## src/rtl/pipeline_hazard_ctrl_if.sv

```systemverilog
// Hazard controller bus: hazard sources from the pipeline in, stage enables/flushes out.
// master = pipeline side, slave = pipeline_hazard_ctrl.
interface pipeline_hazard_ctrl_if;
    logic [4:0] id_rs;
    logic [4:0] id_rt;
    logic       id_uses_rs;
    logic       id_uses_rt;
    logic       ex_mem_read;
    logic [4:0] ex_rd;
    logic       ex_branch_taken;
    logic       mem_req;
    logic       mem_ready;
    logic       pc_en;
    logic       ifid_en;
    logic       idex_en;
    logic       exmem_en;
    logic       memwb_en;
    logic       ifid_flush;
    logic       idex_flush;
    logic       mem_err;
    logic [1:0] state;

    modport master (
        output id_rs, id_rt, id_uses_rs, id_uses_rt, ex_mem_read, ex_rd,
               ex_branch_taken, mem_req, mem_ready,
        input  pc_en, ifid_en, idex_en, exmem_en, memwb_en,
               ifid_flush, idex_flush, mem_err, state
    );

    modport slave (
        input  id_rs, id_rt, id_uses_rs, id_uses_rt, ex_mem_read, ex_rd,
               ex_branch_taken, mem_req, mem_ready,
        output pc_en, ifid_en, idex_en, exmem_en, memwb_en,
               ifid_flush, idex_flush, mem_err, state
    );
endinterface

```

## src/rtl/pipeline_hazard_ctrl.sv

```systemverilog
// Stall/flush controller for the 5-stage pipeline: load-use bubble, taken-branch flush,
// memory-wait freeze with timeout watchdog. Optional perf counters: HAZARD_PERF_CNT_EN.
module pipeline_hazard_ctrl #(
    parameter int unsigned WAIT_W      = 8,
    parameter int unsigned MEM_TIMEOUT = 255
) (
    input  logic                  clk,
    input  logic                  reset,
    pipeline_hazard_ctrl_if.slave bus
`ifdef HAZARD_PERF_CNT_EN
    ,
    output logic [31:0]           stall_cnt,
    output logic [31:0]           flush_cnt
`endif
);

    typedef enum logic [1:0] {
        S_RUN      = 2'd0,
        S_MEM_WAIT = 2'd1,
        S_ERR      = 2'd2
    } state_t;

    typedef struct packed {
        logic pc_en;
        logic ifid_en;
        logic idex_en;
        logic exmem_en;
        logic memwb_en;
        logic ifid_flush;
        logic idex_flush;
    } ctrl_t;

    localparam ctrl_t CTRL_FREEZE = '{default: 1'b0};
    localparam ctrl_t CTRL_ADV    = '{1'b1, 1'b1, 1'b1, 1'b1, 1'b1, 1'b0, 1'b0};
    localparam ctrl_t CTRL_BRANCH = '{1'b1, 1'b1, 1'b1, 1'b1, 1'b1, 1'b1, 1'b1};
    localparam ctrl_t CTRL_BUBBLE = '{1'b0, 1'b0, 1'b1, 1'b1, 1'b1, 1'b0, 1'b1};

    state_t              state_q;
    state_t              state_d;
    logic [WAIT_W-1:0]   wait_cnt;
    logic [WAIT_W-1:0]   wait_d;
    logic                err_q;
    logic                err_d;
    logic                lu;
    ctrl_t               adv;
    ctrl_t               ctrl;

    // State, wait counter and sticky error flag
    always_ff @(posedge clk) begin
        if (reset) begin
            state_q  <= S_RUN;
            wait_cnt <= '0;
            err_q    <= 1'b0;
        end else begin
            state_q  <= state_d;
            wait_cnt <= wait_d;
            err_q    <= err_d;
        end
    end

    // Hazard detection, advance decision, next state and stage controls
    always_comb begin
        state_d = state_q;
        wait_d  = wait_cnt;
        err_d   = err_q;
        ctrl    = CTRL_FREEZE;

        lu = bus.ex_mem_read && (bus.ex_rd != 5'd0) &&
             ((bus.id_uses_rs && (bus.id_rs == bus.ex_rd)) ||
              (bus.id_uses_rt && (bus.id_rt == bus.ex_rd)));

        if (bus.ex_branch_taken) begin
            adv = CTRL_BRANCH;
        end else if (lu) begin
            adv = CTRL_BUBBLE;
        end else begin
            adv = CTRL_ADV;
        end

        case (state_q)
            S_RUN: begin
                if (bus.mem_req && !bus.mem_ready) begin
                    state_d = S_MEM_WAIT;
                    wait_d  = WAIT_W'(1);
                end else begin
                    ctrl = adv;
                end
            end
            S_MEM_WAIT: begin
                if (bus.mem_ready) begin
                    ctrl    = adv;
                    state_d = S_RUN;
                    wait_d  = '0;
                end else if (wait_cnt == WAIT_W'(MEM_TIMEOUT)) begin
                    state_d = S_ERR;
                    err_d   = 1'b1;
                end else begin
                    wait_d = wait_cnt + WAIT_W'(1);
                end
            end
            S_ERR: begin
                err_d = 1'b1;
            end
            default: begin
                state_d = S_RUN;
            end
        endcase

        if (reset) begin
            ctrl = CTRL_FREEZE;
        end
    end

    assign bus.pc_en      = ctrl.pc_en;
    assign bus.ifid_en    = ctrl.ifid_en;
    assign bus.idex_en    = ctrl.idex_en;
    assign bus.exmem_en   = ctrl.exmem_en;
    assign bus.memwb_en   = ctrl.memwb_en;
    assign bus.ifid_flush = ctrl.ifid_flush;
    assign bus.idex_flush = ctrl.idex_flush;
    assign bus.mem_err    = err_q;
    assign bus.state      = state_q;

`ifdef HAZARD_PERF_CNT_EN
    // Stall cycles (PC held outside reset) and branch flushes
    always_ff @(posedge clk) begin
        if (reset) begin
            stall_cnt <= '0;
            flush_cnt <= '0;
        end else begin
            if (!ctrl.pc_en) begin
                stall_cnt <= stall_cnt + 32'd1;
            end
            if (ctrl.ifid_flush) begin
                flush_cnt <= flush_cnt + 32'd1;
            end
        end
    end
`endif

endmodule

```

## src/flat_wrapper.sv

```systemverilog
// flat-port wrapper written by rule: the top's interface ports become plain ports
module pipeline_hazard_ctrl_flat 
#(
    parameter int unsigned WAIT_W      = 8,
    parameter int unsigned MEM_TIMEOUT = 255
)
  (clk, reset, bus_id_rs, bus_id_rt, bus_id_uses_rs, bus_id_uses_rt, bus_ex_mem_read, bus_ex_rd, bus_ex_branch_taken, bus_mem_req, bus_mem_ready, bus_pc_en, bus_ifid_en, bus_idex_en, bus_exmem_en, bus_memwb_en, bus_ifid_flush, bus_idex_flush, bus_mem_err, bus_state);
  pipeline_hazard_ctrl_if bus_i ();
  input  logic clk;
  input  logic reset;
  input wire logic [$bits(bus_i.id_rs)-1:0] bus_id_rs;
  input wire logic [$bits(bus_i.id_rt)-1:0] bus_id_rt;
  input wire logic [$bits(bus_i.id_uses_rs)-1:0] bus_id_uses_rs;
  input wire logic [$bits(bus_i.id_uses_rt)-1:0] bus_id_uses_rt;
  input wire logic [$bits(bus_i.ex_mem_read)-1:0] bus_ex_mem_read;
  input wire logic [$bits(bus_i.ex_rd)-1:0] bus_ex_rd;
  input wire logic [$bits(bus_i.ex_branch_taken)-1:0] bus_ex_branch_taken;
  input wire logic [$bits(bus_i.mem_req)-1:0] bus_mem_req;
  input wire logic [$bits(bus_i.mem_ready)-1:0] bus_mem_ready;
  output wire logic [$bits(bus_i.pc_en)-1:0] bus_pc_en;
  output wire logic [$bits(bus_i.ifid_en)-1:0] bus_ifid_en;
  output wire logic [$bits(bus_i.idex_en)-1:0] bus_idex_en;
  output wire logic [$bits(bus_i.exmem_en)-1:0] bus_exmem_en;
  output wire logic [$bits(bus_i.memwb_en)-1:0] bus_memwb_en;
  output wire logic [$bits(bus_i.ifid_flush)-1:0] bus_ifid_flush;
  output wire logic [$bits(bus_i.idex_flush)-1:0] bus_idex_flush;
  output wire logic [$bits(bus_i.mem_err)-1:0] bus_mem_err;
  output wire logic [$bits(bus_i.state)-1:0] bus_state;
  assign bus_i.id_rs = bus_id_rs;
  assign bus_i.id_rt = bus_id_rt;
  assign bus_i.id_uses_rs = bus_id_uses_rs;
  assign bus_i.id_uses_rt = bus_id_uses_rt;
  assign bus_i.ex_mem_read = bus_ex_mem_read;
  assign bus_i.ex_rd = bus_ex_rd;
  assign bus_i.ex_branch_taken = bus_ex_branch_taken;
  assign bus_i.mem_req = bus_mem_req;
  assign bus_i.mem_ready = bus_mem_ready;
  assign bus_pc_en = bus_i.pc_en;
  assign bus_ifid_en = bus_i.ifid_en;
  assign bus_idex_en = bus_i.idex_en;
  assign bus_exmem_en = bus_i.exmem_en;
  assign bus_memwb_en = bus_i.memwb_en;
  assign bus_ifid_flush = bus_i.ifid_flush;
  assign bus_idex_flush = bus_i.idex_flush;
  assign bus_mem_err = bus_i.mem_err;
  assign bus_state = bus_i.state;
  pipeline_hazard_ctrl #(.WAIT_W(WAIT_W), .MEM_TIMEOUT(MEM_TIMEOUT)) u_core (.clk(clk), .reset(reset), .bus(bus_i));
endmodule
```

## config.mk

```make
export PLATFORM = sky130hd
export DESIGN_NAME = pipeline_hazard_ctrl_flat
export DESIGN_NICKNAME = d
export VERILOG_FILES = /design/src/rtl/pipeline_hazard_ctrl_if.sv /design/src/rtl/pipeline_hazard_ctrl.sv /design/src/flat_wrapper.sv
export SDC_FILE = /design/constraint.sdc
export NUM_CORES = 1
export LEC_CHECK = 0
export CORE_ASPECT_RATIO = 0.9
export CORE_UTILIZATION = 42
export CTS_CLUSTER_SIZE = 30
export DETAILED_ROUTE_END_ITERATION = 12
export PLACE_DENSITY = 0.87
export SLEW_MARGIN = 0
export SYNTH_ARGS = -nofsm -noshare
export SYNTH_HDL_FRONTEND = slang
export SYNTH_SLANG_ARGS = --single-unit
```

## constraint.sdc

```tcl
create_clock -name clk -period 2.4 [get_ports clk]
set_input_delay 0.6 -clock clk [delete_from_list [all_inputs] [get_ports clk]]
set_output_delay 0.6 -clock clk [all_outputs]
set_load 0.01 [all_outputs]
```

## Word-level counts from Yosys, hierarchy flattened

Index checks and enable logic that the tools add are counted.

- Flip-flop bits (word level): 11
- Bits in latches: 0
- Memory bits (writable): 0
- Memory bits (read-only): 0
- Input port bits: 23
- Output and inout port bits: 10
- Logic and storage cells: 46
- Memories kept: 0

- Add/sub/neg operators: 1
- Multiply operators: 0
- Divide/modulo/power cells: 0
- Magnitude comparators: 0
- Eq/ne operators: 10
- Shifts and indexed selects: 0
- Muxes and demuxes: 17
- Bitwise gates (word level): 1
- Reduce and logical (&&, ||, !) cells: 14

Operators by type and width:

| cell | count |
|---|---|
| two-way mux 7 bit | 5 |
| two-way mux 8 bit | 3 |
| one-hot mux 8 bit (2 select lines) | 1 |
| one-hot mux 7 bit (2 select lines) | 1 |
| == test 5 bit | 2 |
| AND reduction 3 bit | 3 |
| adder 8 x 1 -> 8 bit, second input constant | 1 |
| == test 8 bit, second input constant | 1 |
| two-way mux 2 bit | 3 |
| one-hot mux 2 bit (3 select lines) | 1 |
| logical AND 1 bit | 5 |
| nonzero test 5 bit | 1 |
| != test 2 x 1 -> 1 bit, second input constant | 2 |
| nonzero test 2 bit | 2 |
| != test 3 x 2 -> 1 bit, second input constant | 1 |
| != test 3 bit, second input constant | 1 |
| == test 2 x 1 -> 1 bit, second input constant | 1 |
| == test 2 bit, second input constant | 1 |
| logical NOT 2 bit | 1 |
| two-way mux 1 bit | 2 |
| != test 2 bit, second input constant | 1 |
| one-hot mux 1 bit (2 select lines) | 1 |
| logical NOT 1 bit | 1 |
| logical OR 1 bit | 1 |
| NOT 1 bit | 1 |

## Depth between registers and ports, before layout

- Depth after elaboration: 9
- Depth in mapped cells: 6

## Worst setup path before layout

OpenSTA, ideal clock, no wires.

- Kind: input -> output
- From: in bus_mem_req
- To: out bus_idex_flush
- Arrival: 1.756 ns
- Required time: 1.800 ns
- Slack: 0.044 ns
- Cell stages on the path: 4
- Buffers on the path: 0
- Cells stage by stage: o21bai_1 > nor3b_1 > and2_1 > o21bai_1

- Word-level cells in the longest chain between the ends: 4

RTL lines:

| item | line | source |
|---|---|---|
| from (decl) | flat_wrapper.sv:18 | `input wire logic [$bits(bus_i.mem_req)-1:0] bus_mem_req;` |
| logical AND 1 bit | pipeline_hazard_ctrl.sv:82 | `if (bus.mem_req && !bus.mem_ready) begin` |
| two-way mux 7 bit | pipeline_hazard_ctrl.sv:82 |  |
| one-hot mux 7 bit (2 select lines) | pipeline_hazard_ctrl.sv:80 | `case (state_q)` |
| two-way mux 7 bit | pipeline_hazard_ctrl.sv:109 | `if (reset) begin` |
| to (decl) | flat_wrapper.sv:26 | `output wire logic [$bits(bus_i.idex_flush)-1:0] bus_idex_flush;` |

No other way between the ends.

## Final worst setup path

- From: in bus_ex_rd[3]
- To: out bus_ifid_en

- Word-level cells in the longest chain between the ends: 9
- Elaborated cells between the ends (all ways): 14

RTL lines:

| item | line | source |
|---|---|---|
| from (decl) | flat_wrapper.sv:16 | `input wire logic [$bits(bus_i.ex_rd)-1:0] bus_ex_rd;` |
| == test 5 bit, on equally long branches | pipeline_hazard_ctrl.sv:69, pipeline_hazard_ctrl.sv:70 |  |
| logical AND 1 bit, on equally long branches | pipeline_hazard_ctrl.sv:69, pipeline_hazard_ctrl.sv:70 |  |
| logical OR 1 bit | pipeline_hazard_ctrl.sv:69 | `((bus.id_uses_rs && (bus.id_rs == bus.ex_rd)) \|\|` |
| logical AND 1 bit * | pipeline_hazard_ctrl.sv:68 | `lu = bus.ex_mem_read && (bus.ex_rd != 5'd0) &&` |
| two-way mux 7 bit * | pipeline_hazard_ctrl.sv:74 | `end else if (lu) begin` |
| two-way mux 7 bit * | pipeline_hazard_ctrl.sv:72 | `if (bus.ex_branch_taken) begin` |
| two-way mux 7 bit, on equally long branches | pipeline_hazard_ctrl.sv:90, pipeline_hazard_ctrl.sv:82 |  |
| one-hot mux 7 bit (2 select lines) * | pipeline_hazard_ctrl.sv:80 |  |
| two-way mux 7 bit * | pipeline_hazard_ctrl.sv:109 |  |
| to (decl) | flat_wrapper.sv:21 | `output wire logic [$bits(bus_i.ifid_en)-1:0] bus_ifid_en;` |

Mark *: on every way between the ends. The rest lies on a longest branch, timed or not.

==> results by group <==
Power
  • Cell-internal power: 0.000322 W
  • Sw frac: 0.293
  • Clk pwr share: 0.283
  • Pwr Density: 357 mW/mm^2
  • Logic gate share of total power: 0.305
  • Peak VDD IR: 243 uV
  • Switching Power: 0.000133 W
  • Static Leak: 0.515 nW
  • Flop pwr share: 0.413

Die
  • Die H: 44.2 um
  • Ports: 33
  • Area of the die: 0.00216 mm^2
  • FP Rows: 14
  • Core area: 0.00177 mm^2
  • Starting density of the core: 0.470
  • Die W: 48.9 um

Logic synthesis
  • Syn Area/Cell: 8.65 um^2
  • Top cell type's share of synthesized area: 0.265
  • Main synth FF type: dfxtp_1
  • Synth unique cells: 39
  • Synthesized area: 831 um^2
  • Mapped Nets: 120
  • Synth Register Bits: 11
  • Number of synthesized flops with an enable pin: 0
  • Sequential-to-total area share from yosys stat: 0.265
  • YS warnings: 0
  • Post-synth top area cell: dfxtp_1
  • Top post-synthesis cells by area: dfxtp_1 (27%), xor2_1 (8.4%), mux2i_1 (7.2%), nand3_1 (4.8%), nor4_1 (3.8%)
  • Syn Inst Count: 96
  • List of most frequent post-synthesis cells: dfxtp_1 (11), nand3_1 (8), xor2_1 (8)
  • Count leader, synth: dfxtp_1
  • Post-synth ARST share: 0

Cells and area
  • Area of the multi-input gates: 629 um^2
  • Nets: 161
  • FILL cells: 130
  • Share of post-route cells with drive strength above 1: 0.287
  • Area taken by flip-flops and latches: 220 um^2
  • N_diodes: 0
  • Synth-to-layout area growth: 53.5%

Timing
  • Unrepaired setup endpoints after global routing: true
  • Sum of negative setup slack: -0.171 ns
  • Setup slack after layout: -0.0870 ns
  • Final setup viols: 2
  • Final hold vios: 0
  • Part of the cycle the worst path needs: 1.04
  • Worst Tran Pin Value: 0.427 ns
  • Rel. slew slack: 0.711
  • Fin Hold WS: 0.466 ns
  • Final setup skew: 0.00337 ns
  • Min Tclk post-route: 2.49 ns
  • Fmax: 402 MHz
  • Fin. max-slew vios: 0

Worst setup path
  • Startpoint type of the worst setup path: input pin
  • Crit path DAT: 1.89 ns
  • Worst Path Max Fanout: 3
  • Worst Reg2Reg Path Length in Cells: 5
  • Crit end category: primary output
  • Crit path kind: in2out
  • WP data required: 1.80 ns

Placed design
  • Routability Congestion: 0.898
  • Final HPWL DP: 1750 um
  • PortBufs: 32

GRT
  • First-pass GRT wire length: 3790 um
  • Number of antenna violations at the first check in global routing: 0
  • Grt total ovfl: 0
  • Largest net degree at the start of global routing: 14
  • Vias in the first global route: 876
  • Gr usage total: 0.229

Route
  • Met3 Routed Length: 173 um
  • Drt total wl: 2640 um
  • Detailed Route Iter0 Violations: 42
  • Post-route DRC: 0
  • Via density: 5.99
  • Metal-1 WL: 1010 um
  • Metal2 WL: 1280 um
  • Top Metal Used: met4
  • Vias: 958
  • Antenna viol nets, final: 0
  • Initial DRT Pass Iterations: 4
  • Wire per inst: 16.5 um

CTS
  • Clock transition at path regs: 0.07 ns
  • H-tree levels: 1
  • Num CTS Buffers: 3
  • CTS max path bufs: 2
  • TritonCTS Sinks: 11
  • CTS tree: done
  • Clk_lat worst skew: 0.27 ns
  • Hold_buf cts: 0
  • Root Buffer: clkbuf_4

Hold path
  • Hold path depth: 2
  • Hold Path Class: reg2reg

Flow run
  • Max-cap violations: 0

Outcome
  • Failing checks: setup timing
  • Status: finished, violations left
logic make-up (layout without fill, tap and decap cells):
group	Yosys count	in the layout	synth area share
simple gates	42	42	0.322
xor+xnor	10	10	0.105
mux	6	6	0.0723
compound gates	17	17	0.145
flops	11	11	0.265
buf+inv	9	49	0.0753
fa+ha+maj	1	1	0.0151
routing by layer:
metal	up-vias	GRT usage
li1	438	-
met3	25	0.0515
met1	442	0.263
met5	-	0
met2	53	0.403
met4	0	0.124
per-stage QoR:
stage | std cells | utilization | total power, W | worst slack, ns | area (um^2)
finish | 160 | 0.721 | 0.000455 | -0.0870 | 1270
global route | 160 | 0.721 | 0.000477 | -0.123 | 1270
CTS | 159 | 0.687 | 0.000437 | -0.0395 | 1210
detailed placement | 152 | 0.666 | 0.000315 | -0.784 | 1180
global placement | 152 | 0.666 | 0.000311 | -0.653 | 1180
floorplan | 96 | - | 0.000244 | 0.0442 | 831
layout by cell type, fill, tap and decap left out, drive strengths merged, types with 2 or more instances in the layout:
cell	Yosys	final
a21oi	3	3
and2	2	2
buf	4	21
clkbuf	3	6
clkdlybuf4s15	0	4
clkdlybuf4s50	0	8
dfxtp	11	11
dlygate4sd2	0	7
inv	2	2
mux2i	6	6
nand2	6	6
nand3	8	8
nand3b	4	4
nor2	5	5
nor2b	2	2
nor4	5	5
nor4b	2	2
o21ai	3	3
o21bai	2	2
or4	2	2
xnor2	2	2
xor2	8	8
layout make-up:
cell class                 instances  share of cell area
multi-input combinational         76               0.494
timing repair buffer              43               0.284
sequential                        11               0.173
clock buffer                       4              0.0206
tap                               24              0.0236
inverter                           2             0.00589
critical path: stages:
cell	delay (ns)
buf_2	0.13
or4_1	0.55
o21ai_0	0.29
o31a_1	0.18
buf_2	0.14
final timing paths:
| kind | slack (ns) | end | startpoint |
|---|---|---|---|
| max | -0.09 | bus_ifid_en | bus_ex_rd[3] |
| min | 0.47 | u_core.bus.mem_err | u_core.bus.mem_err |
| max reg2reg | 0.67 | u_core.wait_cnt[5] | u_core.wait_cnt[0] |
| min reg2reg | 0.47 | u_core.bus.mem_err | u_core.bus.mem_err |
sequential cells by signal, indices dropped and copies added, names as in the netlist:
| signal | count |
|---|---|
| u_core.bus.mem_err | 1 |
| u_core.bus.state | 2 |
| u_core.wait_cnt | 8 |
power by group through the flow:
stage,combinational (W),clock [W],sequential [W]
after floorplan,0.0000529,0,0.000192
after global placement,0.000120,0,0.000191
after detailed placement,0.000123,0,0.000191
after CTS,0.000119,0.000130,0.000188
after global routing,0.000147,0.000142,0.000188
final,0.000139,0.000129,0.000188
timing repair:
action / CTS / global route
setup endpoints to repair: 7 / 3
cloned: 0 / 0
hold endpoints to repair: 0 / 0
buffers inserted: 3 / 1
pin swaps: 9 / 4
gates resized for setup: 64 / 15
Power figures use the tool's default switching activity.
